===== src/rtl/vga_scan_if.sv =====
// ============================================================================
// Module   : vga_scan_if
// Purpose  : Control/raster bundle between the scan controller and its users.
// Revision : 1.0  initial release
// ============================================================================
`default_nettype none

interface vga_scan_if;
    logic       run_i;
    logic       pix_en_i;
    logic       div_en_o;
    logic       busy_o;
    logic       hsync_o;
    logic       vsync_o;
    logic       video_on_o;
    logic [9:0] x_o;
    logic [9:0] y_o;
    logic       frame_start_o;
    logic       line_end_o;

    modport slave (
        input  run_i,
        input  pix_en_i,
        output div_en_o,
        output busy_o,
        output hsync_o,
        output vsync_o,
        output video_on_o,
        output x_o,
        output y_o,
        output frame_start_o,
        output line_end_o
    );

    modport master (
        output run_i,
        output pix_en_i,
        input  div_en_o,
        input  busy_o,
        input  hsync_o,
        input  vsync_o,
        input  video_on_o,
        input  x_o,
        input  y_o,
        input  frame_start_o,
        input  line_end_o
    );
endinterface

`default_nettype wire


===== src/rtl/vga_scan_ctrl.sv =====
// ============================================================================
// Module   : vga_scan_ctrl
// Purpose  : Pixel-divider sequencing and VGA raster timing with frame-aligned stop.
// Revision : 1.0  initial release
// ============================================================================
`default_nettype none

module vga_scan_ctrl #(
    parameter int   H_ACTIVE = 640,
    parameter int   H_FP     = 16,
    parameter int   H_SYNC   = 96,
    parameter int   H_BP     = 48,
    parameter int   V_ACTIVE = 480,
    parameter int   V_FP     = 10,
    parameter int   V_SYNC   = 2,
    parameter int   V_BP     = 33,
    parameter logic SYNC_POL = 1'b0
) (
    input  wire logic   clk,
    input  wire logic   rst_n,
    vga_scan_if.slave   bus
);

    localparam int         H_TOT  = H_ACTIVE + H_FP + H_SYNC + H_BP;
    localparam int         V_TOT  = V_ACTIVE + V_FP + V_SYNC + V_BP;
    localparam logic [9:0] H_LAST = 10'(H_TOT - 1);
    localparam logic [9:0] V_LAST = 10'(V_TOT - 1);
    localparam logic [9:0] H_VIS  = 10'(H_ACTIVE);
    localparam logic [9:0] V_VIS  = 10'(V_ACTIVE);
    localparam logic [9:0] HS_BEG = 10'(H_ACTIVE + H_FP);
    localparam logic [9:0] HS_END = 10'(H_ACTIVE + H_FP + H_SYNC - 1);
    localparam logic [9:0] VS_BEG = 10'(V_ACTIVE + V_FP);
    localparam logic [9:0] VS_END = 10'(V_ACTIVE + V_FP + V_SYNC - 1);

    localparam logic [1:0] S_IDLE = 2'd0;
    localparam logic [1:0] S_RUN  = 2'd1;
    localparam logic [1:0] S_STOP = 2'd2;

    logic [1:0] state_q, state_d;
    logic [9:0] h_q, h_d, v_q, v_d;
    logic       div_en_q, div_en_d;
    logic       busy_q, busy_d;
    logic       hsync_q, hsync_d;
    logic       vsync_q, vsync_d;
    logic       video_q, video_d;
    logic       fstart_q, fstart_d;
    logic       lend_q, lend_d;

    logic       adv_w, h_wrap_w, v_wrap_w, live_w;

    assign adv_w    = (state_q != S_IDLE) && bus.pix_en_i;
    assign h_wrap_w = adv_w && (h_q == H_LAST);
    assign v_wrap_w = h_wrap_w && (v_q == V_LAST);

    always_ff @(posedge clk or negedge rst_n) begin
        if (!rst_n) begin
            state_q <= S_IDLE;
        end else begin
            state_q <= state_d;
        end
    end

    // A stop request is only honoured on the last pixel of the frame.
    always_comb begin
        state_d = state_q;
        case (state_q)
            S_IDLE: if (bus.run_i) state_d = S_RUN;
            S_RUN:  if (!bus.run_i) state_d = S_STOP;
            S_STOP: begin
                if (bus.run_i) begin
                    state_d = S_RUN;
                end else if (v_wrap_w) begin
                    state_d = S_IDLE;
                end
            end
            default: state_d = S_IDLE;
        endcase
    end

    // Decode from next-count so registered outputs line up with x_o/y_o.
    always_comb begin
        h_d = h_q;
        v_d = v_q;
        if (adv_w) begin
            h_d = h_wrap_w ? 10'd0 : h_q + 10'd1;
            if (h_wrap_w) begin
                v_d = v_wrap_w ? 10'd0 : v_q + 10'd1;
            end
        end
        live_w   = (state_d != S_IDLE);
        div_en_d = live_w;
        busy_d   = live_w;
        hsync_d  = (live_w && h_d >= HS_BEG && h_d <= HS_END) ? SYNC_POL : ~SYNC_POL;
        vsync_d  = (live_w && v_d >= VS_BEG && v_d <= VS_END) ? SYNC_POL : ~SYNC_POL;
        video_d  = live_w && (h_d < H_VIS) && (v_d < V_VIS);
        lend_d   = h_wrap_w;
        fstart_d = ((state_q == S_IDLE) && (state_d == S_RUN)) || (v_wrap_w && live_w);
    end

    always_ff @(posedge clk or negedge rst_n) begin
        if (!rst_n) begin
            h_q      <= 10'd0;
            v_q      <= 10'd0;
            div_en_q <= 1'b0;
            busy_q   <= 1'b0;
            hsync_q  <= ~SYNC_POL;
            vsync_q  <= ~SYNC_POL;
            video_q  <= 1'b0;
            fstart_q <= 1'b0;
            lend_q   <= 1'b0;
        end else begin
            h_q      <= h_d;
            v_q      <= v_d;
            div_en_q <= div_en_d;
            busy_q   <= busy_d;
            hsync_q  <= hsync_d;
            vsync_q  <= vsync_d;
            video_q  <= video_d;
            fstart_q <= fstart_d;
            lend_q   <= lend_d;
        end
    end

    assign bus.div_en_o      = div_en_q;
    assign bus.busy_o        = busy_q;
    assign bus.hsync_o       = hsync_q;
    assign bus.vsync_o       = vsync_q;
    assign bus.video_on_o    = video_q;
    assign bus.x_o           = h_q;
    assign bus.y_o           = v_q;
    assign bus.frame_start_o = fstart_q;
    assign bus.line_end_o    = lend_q;

endmodule

`default_nettype wire


===== src/flat_wrapper.sv =====
// flat-port wrapper written by rule: the top's interface ports become plain ports
module vga_scan_ctrl_flat 
#(
    parameter int   H_ACTIVE = 640,
    parameter int   H_FP     = 16,
    parameter int   H_SYNC   = 96,
    parameter int   H_BP     = 48,
    parameter int   V_ACTIVE = 480,
    parameter int   V_FP     = 10,
    parameter int   V_SYNC   = 2,
    parameter int   V_BP     = 33,
    parameter logic SYNC_POL = 1'b0
)
  (clk, rst_n, bus_run_i, bus_pix_en_i, bus_div_en_o, bus_busy_o, bus_hsync_o, bus_vsync_o, bus_video_on_o, bus_x_o, bus_y_o, bus_frame_start_o, bus_line_end_o);
  vga_scan_if bus_i ();
  input  wire logic clk;
  input  wire logic rst_n;
  input wire logic [$bits(bus_i.run_i)-1:0] bus_run_i;
  input wire logic [$bits(bus_i.pix_en_i)-1:0] bus_pix_en_i;
  output wire logic [$bits(bus_i.div_en_o)-1:0] bus_div_en_o;
  output wire logic [$bits(bus_i.busy_o)-1:0] bus_busy_o;
  output wire logic [$bits(bus_i.hsync_o)-1:0] bus_hsync_o;
  output wire logic [$bits(bus_i.vsync_o)-1:0] bus_vsync_o;
  output wire logic [$bits(bus_i.video_on_o)-1:0] bus_video_on_o;
  output wire logic [$bits(bus_i.x_o)-1:0] bus_x_o;
  output wire logic [$bits(bus_i.y_o)-1:0] bus_y_o;
  output wire logic [$bits(bus_i.frame_start_o)-1:0] bus_frame_start_o;
  output wire logic [$bits(bus_i.line_end_o)-1:0] bus_line_end_o;
  assign bus_i.run_i = bus_run_i;
  assign bus_i.pix_en_i = bus_pix_en_i;
  assign bus_div_en_o = bus_i.div_en_o;
  assign bus_busy_o = bus_i.busy_o;
  assign bus_hsync_o = bus_i.hsync_o;
  assign bus_vsync_o = bus_i.vsync_o;
  assign bus_video_on_o = bus_i.video_on_o;
  assign bus_x_o = bus_i.x_o;
  assign bus_y_o = bus_i.y_o;
  assign bus_frame_start_o = bus_i.frame_start_o;
  assign bus_line_end_o = bus_i.line_end_o;
  vga_scan_ctrl #(.H_ACTIVE(H_ACTIVE), .H_FP(H_FP), .H_SYNC(H_SYNC), .H_BP(H_BP), .V_ACTIVE(V_ACTIVE), .V_FP(V_FP), .V_SYNC(V_SYNC), .V_BP(V_BP), .SYNC_POL(SYNC_POL)) u_core (.clk(clk), .rst_n(rst_n), .bus(bus_i));
endmodule

===== config.mk =====
export PLATFORM = sky130hd
export DESIGN_NAME = vga_scan_ctrl_flat
export DESIGN_NICKNAME = d
export VERILOG_FILES = /design/src/rtl/vga_scan_if.sv /design/src/rtl/vga_scan_ctrl.sv /design/src/flat_wrapper.sv
export SDC_FILE = /design/constraint.sdc
export NUM_CORES = 1
export LEC_CHECK = 0
export ABC_AREA = 1
export BUFFER_PORTS_ARGS = -buffer_cell sky130_fd_sc_hd__buf_2
export CAP_MARGIN = 10
export CORE_MARGIN = 1
export CORE_UTILIZATION = 34
export CTS_CLUSTER_SIZE = 24
export DETAILED_ROUTE_END_ITERATION = 8
export PLACE_DENSITY_LB_ADDON = 0.12
export SLEW_MARGIN = 20
export SYNTH_ARGS = -nofsm -noshare
export SYNTH_HDL_FRONTEND = slang
export SYNTH_SLANG_ARGS = --single-unit

===== constraint.sdc =====
create_clock -name clk -period 2.3 [get_ports clk]
set_input_delay 0.23 -clock clk [delete_from_list [all_inputs] [get_ports clk]]
set_output_delay 0.23 -clock clk [all_outputs]
set_load 0.005 [all_outputs]

-- After elaboration in Yosys (flattened, before gate mapping)
Index checks and enable logic that the tools add are counted.
- register bits: 28
- input bits: 4
- output and inout port bits: 27
- word-level logic and storage cells: 49
- add/sub/neg operators: 2
- order comparisons: 6
- eq/ne operators: 5
- multiplexer cells: 12
- reductions and logical operators: 15
- operator list (kind ; count):
    10-bit 2-to-1 mux ; 5
    10-bit by 1-bit adder with 10-bit output, second input constant ; 2
    10-bit == test, second input constant ; 2
    1-bit logical AND ; 11
    10-bit >= comparator, second input constant ; 1
    10-bit by 9-bit >= comparator with 1-bit output, second input constant ; 1
    10-bit <= comparator, second input constant ; 1
    10-bit by 9-bit <= comparator with 1-bit output, second input constant ; 1
    10-bit less-than comparator, second input constant ; 1
    10-bit by 9-bit less-than comparator with 1-bit output, second input constant ; 1
    2-bit 2-to-1 mux ; 4
    2-bit one-hot mux with 3 select lines ; 1
    2-bit by 1-bit == test with 1-bit output, second input constant ; 2
    2-bit nonzero test ; 2
    2-bit == test, second input constant ; 1
    2-bit logical NOT ; 1
    1-bit 2-to-1 mux ; 2
    1-bit logical OR ; 1

-- Longest topological paths before layout
Gate-level depths: netlist of run 1.
- depth in word-level cells: 11
- gate-level depth with buffers: 12
- gate-level depth less buffers: 12

-- Worst setup path before layout of run 1
Ideal clock, no wire load.
- path kind: register to register
- start: reg u_core.h_q[0], in the netlist u_core.bus.x_o[0]
- end: reg u_core.video_q, in the netlist u_core.bus.video_on_o
- setup time: 0.120 ns
- arrival time: 1.517 ns
- data required time: 2.180 ns
- setup slack: 0.663 ns
- cell stages (with the launch flop): 13
- buffers on the path: 1
- period minus slack after synthesis: 1.637 ns
- cells stage by stage: dfrtp_1 ha_1 nand2_2 nor2_8 nand2_4 nor2_8 buf_6 nand3_1 nand2_1 nor2_1 nand2_1 nor2_1 nor2_2
- cells in the longest elaborated chain, start to end: 9
- ends and longest elaborated chain (item ; line ; text):
    start, declared ; vga_scan_ctrl.sv:40 ; logic [9:0] h_q, h_d, v_q, v_d;
    start signal, assigned ; vga_scan_ctrl.sv:102 ; h_q <= 10'd0;
    start signal, assigned ; vga_scan_ctrl.sv:112 ; h_q <= h_d;
    10-bit == test (*) ; vga_scan_ctrl.sv:52 ; assign h_wrap_w = adv_w && (h_q == H_LAST);
    1-bit logical AND (*) ; vga_scan_ctrl.sv:52 ;
    via u_core.h_wrap_w ; vga_scan_ctrl.sv:49 ; logic adv_w, h_wrap_w, v_wrap_w, live_w;
    branches (longest 6 deep; another with 10-bit by 9-bit less-than comparator with 1-bit output) ; - ;
    1-bit logical AND (*) ; vga_scan_ctrl.sv:95 ; video_d = live_w && (h_d < H_VIS) && (v_d < V_VIS);
    via u_core.video_d ; vga_scan_ctrl.sv:45 ; logic video_q, video_d;
    end signal, assigned ; vga_scan_ctrl.sv:118 ; video_q <= video_d;
    end, declared ; vga_scan_ctrl.sv:45 ;
Mark *: on every way through the listed nets, which the timed path passes.

-- Worst setup path in the final report of run 1
- start: reg u_core.h_q[0], in the netlist u_core.bus.x_o[0]
- end: reg u_core.video_q, in the netlist u_core.bus.video_on_o
- cells in the longest elaborated chain, start to end: 9
- ends and longest elaborated chain (item ; line):
    branches (longest 8 deep; another with 10-bit by 1-bit adder with 10-bit output) ; -
    1-bit logical AND (*) ; vga_scan_ctrl.sv:95
    via u_core.video_d ; vga_scan_ctrl.sv:45
Marks and branches as above.

==> flow_metrics.tcl, run 1 <==
set metrics [dict create \
    ctsHtreeMaxLevel 1 \
    syn_inst 244 \
    place_congestion 0.844 \
    worst-setup-path-type "reg -> reg" \
    timing.rr.end "u_core.bus.video_on_o" \
    synthSimpleGateAreaFrac 0.411 \
    cts_resized 0 \
    fin_area_um2 1970 \
    finClkSkew_ns 0.00248 \
    grt_max_degree 29 \
    leakage_nw 1.12 \
    io_pins 31 \
    insertedDiodeCount 0 \
    gr-usage-all-layers 0.164 \
    setup_tns_ns 0 \
    grt_pass1_wl_um 6710 \
    core_um2 4790 \
    overflow 0 \
    fin_crit_ns 1.86 \
    cts_sinks 28 \
    ant_nets 0 \
    min_from "bus_run_i" \
    post_drt_wl_per_cell_um 11.7 \
    grt_pass1_vias 1442 \
    fmax_ghz 0.537 \
    timing.final.crit_share 0.810 \
    synth_largest_area_cell "dfrtp_1" \
    post_cts_buffers 0 \
    fin_total_pwr_mw 1.35 \
    slew_headroom 0.574 \
    synth_top_family_by_area "simple AND/OR/NAND/NOR gates" \
    yosys_warnings 0 \
    postPlaceCellArea_um2 1920 \
    area_growth_pct 15.3 \
    synth_xor_area_frac 0.0153 \
    cts_hold_buf 1 \
    synth_common_cells "nand2_1 (77), inv_1 (41), nor2_1 (30), dfrtp_1 (26), nand3_1 (24)" \
    postSynthAreaPerCell_um2 7.02 \
    drt-total-wl_um 4010 \
    synth_area_um2 1710 \
    slew_viol_final 0 \
    drive_gt1_frac 0.167 \
    yosys-top-cells-area "dfrtp_1 (38%), nand2_1 (17%), inv_1 (9.0%), nand3_1 (7.0%), nor2_1 (6.6%)" \
    yosysTopAreaCellShare 0.380 \
    synthesis.nets 251 \
    ys_ff_latch 28 \
    tightestPinTransition_ns 0.640 \
    hpwl_um 3020 \
    root_buffer "clkbuf_8" \
    clk_pin_slew_ns 0.09 \
    synthMuxAreaShare 0 \
    r2r_slack_ns 0.44 \
    numCtsBuffers 3 \
    finalHoldViolCount 0 \
    dr.pass1.iters 4 \
    cp_data_required_time_ns 2.47 \
    peakVddDrop_mv 0.285 \
    p_per_area_nw_per_um2 683 \
    setup.worst_path.end_class "flip-flop" \
    maxCapViolCount 0 \
    row_count 25 \
    synth_cell_types 25 \
    finalSetupViolCount 0 \
    cp_max_fo 14 \
    min_path_type "in -> reg" \
    die-area_um2 5330 \
    synth_seq_area_share 0.411 \
    dieHeight_um 73.0 \
    status "completed" \
    async_flop_share 1.00 \
    clock_path_buffers 2 \
    antenna_found_initial 0 \
    viasPerCell 4.62 \
    cp.arrival_ns 2.03 \
    hold_depth 3 \
    ys.flop_type "dfrtp_1" \
    rsz0062_at_grt "no" \
    clk_latency_ns 0.27 \
    synth-adder-area-share 0.0219 \
    drt_iter0_drc 81 \
    r2r_cells 12 \
    die_w_um 73.0 \
    start_kind "flip-flop" \
    rr_startpoint "u_core.bus.x_o[0]" \
    drc 0 \
    initial_core_util 0.358 \
    io_buffers 30 \
    synth_edf_count 0 \
    hold_end "u_core.bus.frame_start_o" \
    synth_compound_area_frac 0.0336 \
    nets 284 \
    cts_tree "done" \
    post-synth-top-count-cell "nand2_1" \
    num_vias 1580 \
]
-- worst max path at each step --
| stage | startpoint | end | slack [ns] |
|---|---|---|---|
| after detailed placement | u_core.bus.x_o[0] | u_core.bus.video_on_o | 0.45 |
| after global placement | u_core.bus.x_o[0] | u_core.bus.video_on_o | 0.49 |
| final | u_core.bus.x_o[0] | u_core.bus.video_on_o | 0.44 |
| after floorplan | u_core.bus.x_o[0] | u_core.bus.video_on_o | 0.66 |
| after CTS | u_core.bus.x_o[0] | u_core.bus.video_on_o | 0.43 |
| after global routing | u_core.bus.x_o[0] | u_core.bus.video_on_o | 0.20 |
-- through the flow --
stage           util  hold WS (ns)  worst slack (ns)  std cells
4_1_cts        0.413         0.205             0.429        342
5_1_grt        0.413         0.228             0.198        342
2_1_floorplan      -       -0.0656             0.663        244
3_5_place_dp   0.402         0.300             0.447        338
6_report       0.413         0.216             0.437        342
3_3_place_gp   0.402         0.308             0.486        338
-- cell type report --
class / instances / area, um^2
Fill cell: 512 / 2810
Multi-Input combinational cell: 170 / 825
Sequential cell: 28 / 703
Inverter: 43 / 161
Timing Repair Buffer: 31 / 160
Tap cell: 67 / 83.8
Clock buffer: 3 / 41.3
-- registers in the layout, summed over array words and instances, names as in the netlist --
signal,cells
u_core.bus.x_o,10
u_core.bus.y_o,10
u_core.state_q,2
u_core.bus.div_en_o,1
u_core.bus.frame_start_o,1
u_core.bus.hsync_o,1
u_core.bus.line_end_o,1
u_core.bus.video_on_o,1
u_core.bus.vsync_o,1
-- power breakdown --
part,internal (mW),total (mW),switching (mW)
clock network,0.118,0.271,0.153
registers,0.564,0.672,0.108
logic,0.152,0.407,0.255
-- metal layers --
layer / track usage / wire length (um) / vias to the layer above / share of wire
met3: 0.0304 / 161 / 4 / 0.040
met1: 0.218 / 1950 / 714 / 0.49
met5: 0 / 0 / - / 0
met4: 0.0392 / 43 / 0 / 0.011
li1: - / - / 819 / -
met2: 0.277 / 1850 / 43 / 0.46
-- critical path: stages, from the launching register on --
cell     delay [ns]
dfrtp_1        0.41
ha_1           0.23
nand2_2        0.10
nor2_8         0.15
nand2_4        0.09
nor2_8         0.19
nand2_1        0.08
nand2_1        0.06
nand2_1        0.06
nor2_1         0.10
nand2_1        0.08
nor2_1         0.15
nor2_2         0.06
-- layout by cell type, fill, tap and decap left out, types with 3 or more instances in the layout --
cell type / count
nand2_1: 77
inv_1: 41
nor2_1: 30
buf_2: 30
dfrtp_1: 26
nand3_1: 24
nand4_1: 10
o21ai_1: 4
o21ai_0: 3
xor2_1: 3
a21oi_1: 3
ha_1: 3
clkbuf_8: 3
-- logic make-up after synthesis --
| family | count (synthesis) |
|---|---|
| AO/OA/AOI/OAI | 11 |
| XOR/XNOR | 3 |
| adder cells (fa/ha/maj) | 3 |
| buffers and inverters | 46 |
| flip-flops | 28 |
| AND/OR/NAND/NOR | 153 |
Power figures use the tool's default switching activity.
==> run 2: changes to the inputs <==
Settings changed: ABC_AREA 1 to 0.
Clock period 2.3 ns to 1.7 ns, I/O delays scaled along.
==> run 2 against run 1 <==
  * Clock skew about the same
  * Highest routed layer unchanged
  * Combinational power grew 19%
  * Clock-buffer cell count up 1
  * Synthesized cell count fell by 29%
  * Clock power grew 39%
  * Largest power group unchanged
  * Hold slack lost 0.15 ns
  * Critical path type unchanged
  * The flow now finishes with violations (negative setup slack)
==> flow_metrics.tcl, run 2 <==
set metrics [dict create \
    clk_latency_ns 0.27 \
    grt_pass1_wl_um 7510 \
    timing.final.crit_share 1.41 \
    p_int_mw 1.14 \
    leakage_nw 1.21 \
    rsz0062_at_grt "yes" \
    status "finished with violations" \
    synth_common_cells "dfrtp_1 (26), nand2_1 (22), o21ai_0 (14), nor2_1 (13), nand3_1 (12)" \
    drc 0 \
    tightestPinTransition_ns 0.659 \
    fin_util 0.560 \
    grt_max_degree 29 \
    timing.rr.end "u_core.bus.video_on_o" \
    die-area_um2 4930 \
    synth_seq_area_share 0.445 \
    synth_edf_count 0 \
    cp_max_fo 5 \
    nets 273 \
    power_switching_mw 0.488 \
    worst-setup-path-type "reg -> reg" \
    path_buf_inv 1 \
    synthesis.nets 180 \
    p_per_area_nw_per_um2 657 \
    overflow 0 \
    num_vias 1594 \
    synth_area_um2 1580 \
    finalHoldViolCount 0 \
    insertedDiodeCount 0 \
    place_ws_ns -0.694 \
    post-synth-top-count-cell "dfrtp_1" \
    cts_tree "done" \
    ys.flop_type "dfrtp_1" \
    ys_ff_latch 28 \
    r2r_slack_ns -0.70 \
    clock_path_buffers 2 \
    cts_sinks 28 \
    mostFrequentLayoutCells "buf_4 (59), buf_2 (30), dfrtp_1 (26)" \
    worst_slack_ns -0.705 \
    crit_end "u_core.bus.video_on_o" \
    yosysTopAreaCellShare 0.411 \
    slew_headroom 0.561 \
    start_kind "flip-flop" \
    fmax_ghz 0.416 \
    synth_largest_area_cell "dfrtp_1" \
    drt_iter0_drc 91 \
    finClkSkew_ns 0.00274 \
    root_buffer "clkbuf_8" \
    syn_inst 173 \
    use_met2 0.333 \
    postSynthAreaPerCell_um2 9.14 \
    use_met3 0.0346 \
    yosys_warnings 0 \
    cp_data_required_time_ns 1.87 \
    min_path_type "in -> reg" \
    gr-usage-all-layers 0.194 \
    rr_startpoint "u_core.bus.x_o[7]" \
    async_flop_share 1.00 \
    die_w_um 70.2 \
    area_growth_pct 56.3 \
    r2r_cells 6 \
    ant_nets 0 \
    io_pins 31 \
    share_comb_of_total_power 0.298 \
    post_drt_wl_per_cell_um 14.5 \
    maxCapViolCount 0 \
    cp_slowest_cell "or4_4" \
    critical_path.startpoint "u_core.bus.x_o[7]" \
    failed_checks "negative setup slack" \
    p_sw_frac 0.300 \
    layout_commonest_cell "buf_4" \
    dieHeight_um 70.2 \
    crit_family "simple AND/OR/NAND/NOR gates" \
    cp.arrival_ns 2.58 \
    slew_viol_final 0 \
    antenna_found_initial 0 \
    ctsHtreeMaxLevel 1 \
    numCtsBuffers 3 \
    cp.depth 6 \
    crit_chain "or4b_4, or4_4, buf_6, o31ai_4, o211ai_1, and4b_1" \
    clk_pin_slew_ns 0.10 \
    io_buffers 30 \
    slowest_delay_ns 0.56 \
    peakVddDrop_mv 0.320 \
    core_um2 4410 \
    place_congestion 0.859 \
    seq_power_share 0.470 \
    hpwl_um 3490 \
    fin_crit_ns 2.40 \
    p_clk_frac 0.232 \
    synth_cell_types 42 \
    drive_gt1_frac 0.472 \
    timing.hold.ws_ns 0.0608 \
    finalSetupViolCount 23 \
    setup.worst_path.end_class "flip-flop" \
    setup_tns_ns -9.91 \
    drt-total-wl_um 4600 \
    met1_usage 0.245 \
    yosys-top-cells-area "dfrtp_1 (41%), nand2_1 (5.2%), o21ai_0 (4.4%), xnor2_1 (4.4%), nand4_1 (4.0%)" \
    initial_core_util 0.358 \
    viasPerCell 5.03 \
    row_count 24 \
    dr.pass1.iters 4 \
    grt_pass1_vias 1626 \
    top_usage_layer "met2" \
]
## run 2: kinds of logic after synthesis
| logic type | share of synthesized area |
|---|---|
| AOI/OAI and AO/OA | 0.158 |
| xor gates and xnor gates | 0.0665 |
| adders and majority gates | 0.0237 |
| buffers and inverters | 0.0570 |
| DFF | 0.445 |
| and+or+nand+nor | 0.250 |
## run 2: power groups by stage
stage / Sequential (mW) / Clock, mW / Combinational (mW)
2_1_floorplan: 0.821 / 0 / 0.173
5_1_grt: 0.770 / 0.413 / 0.529
3_3_place_gp: 0.775 / 0 / 0.461
4_1_cts: 0.765 / 0.387 / 0.482
3_5_place_dp: 0.778 / 0 / 0.472
6_report: 0.763 / 0.376 / 0.485
## run 2: worst min-delay path by stage
stage,start,to,slack (ns),cells after the start
floorplan,rst_n,u_core.bus.div_en_o,-0.13,0
finish,bus_run_i,u_core.state_q[1],0.06,2
global route,bus_run_i,u_core.state_q[1],0.06,2
CTS,bus_run_i,u_core.state_q[1],0.06,2
detailed placement,rst_n,u_core.bus.x_o[0],0.24,1
global placement,rst_n,u_core.bus.x_o[1],0.23,1
## run 2: layout make-up
cell class                      count  area (um^2)
Clock buffer                        4         45.0
Inverter                            6         27.5
Timing Repair Buffer               99          713
Sequential cell                    28          703
Fill cell                         404         1940
Multi-Input combinational cell    128          918
Tap cell                           52         65.1
## run 2: layer usage
metal / routed length, um / part of all wire
met1: 2090 / 0.45
met5: 0 / 0
met2: 2330 / 0.51
met3: 141 / 0.031
met4: 40 / 0.0087
## run 2: what timing repair did
action | CTS | global route
setup buffers | 5 | 7
resized for setup | 18 | 11
endpoints found under the hold margin | 26 | 0
hold buffers | 1 | 0
setup endpoints to repair | 23 | 23
pin swaps | 6 | 7
## run 2: per-stage QoR
stage / power (mW) / cells / cell area, um^2
finish: 1.62 / 317 / 2470
global route: 1.71 / 317 / 2470
CTS: 1.63 / 310 / 2370
detailed placement: 1.25 / 300 / 2200
global placement: 1.24 / 300 / 2200
floorplan: 0.994 / 173 / 1630
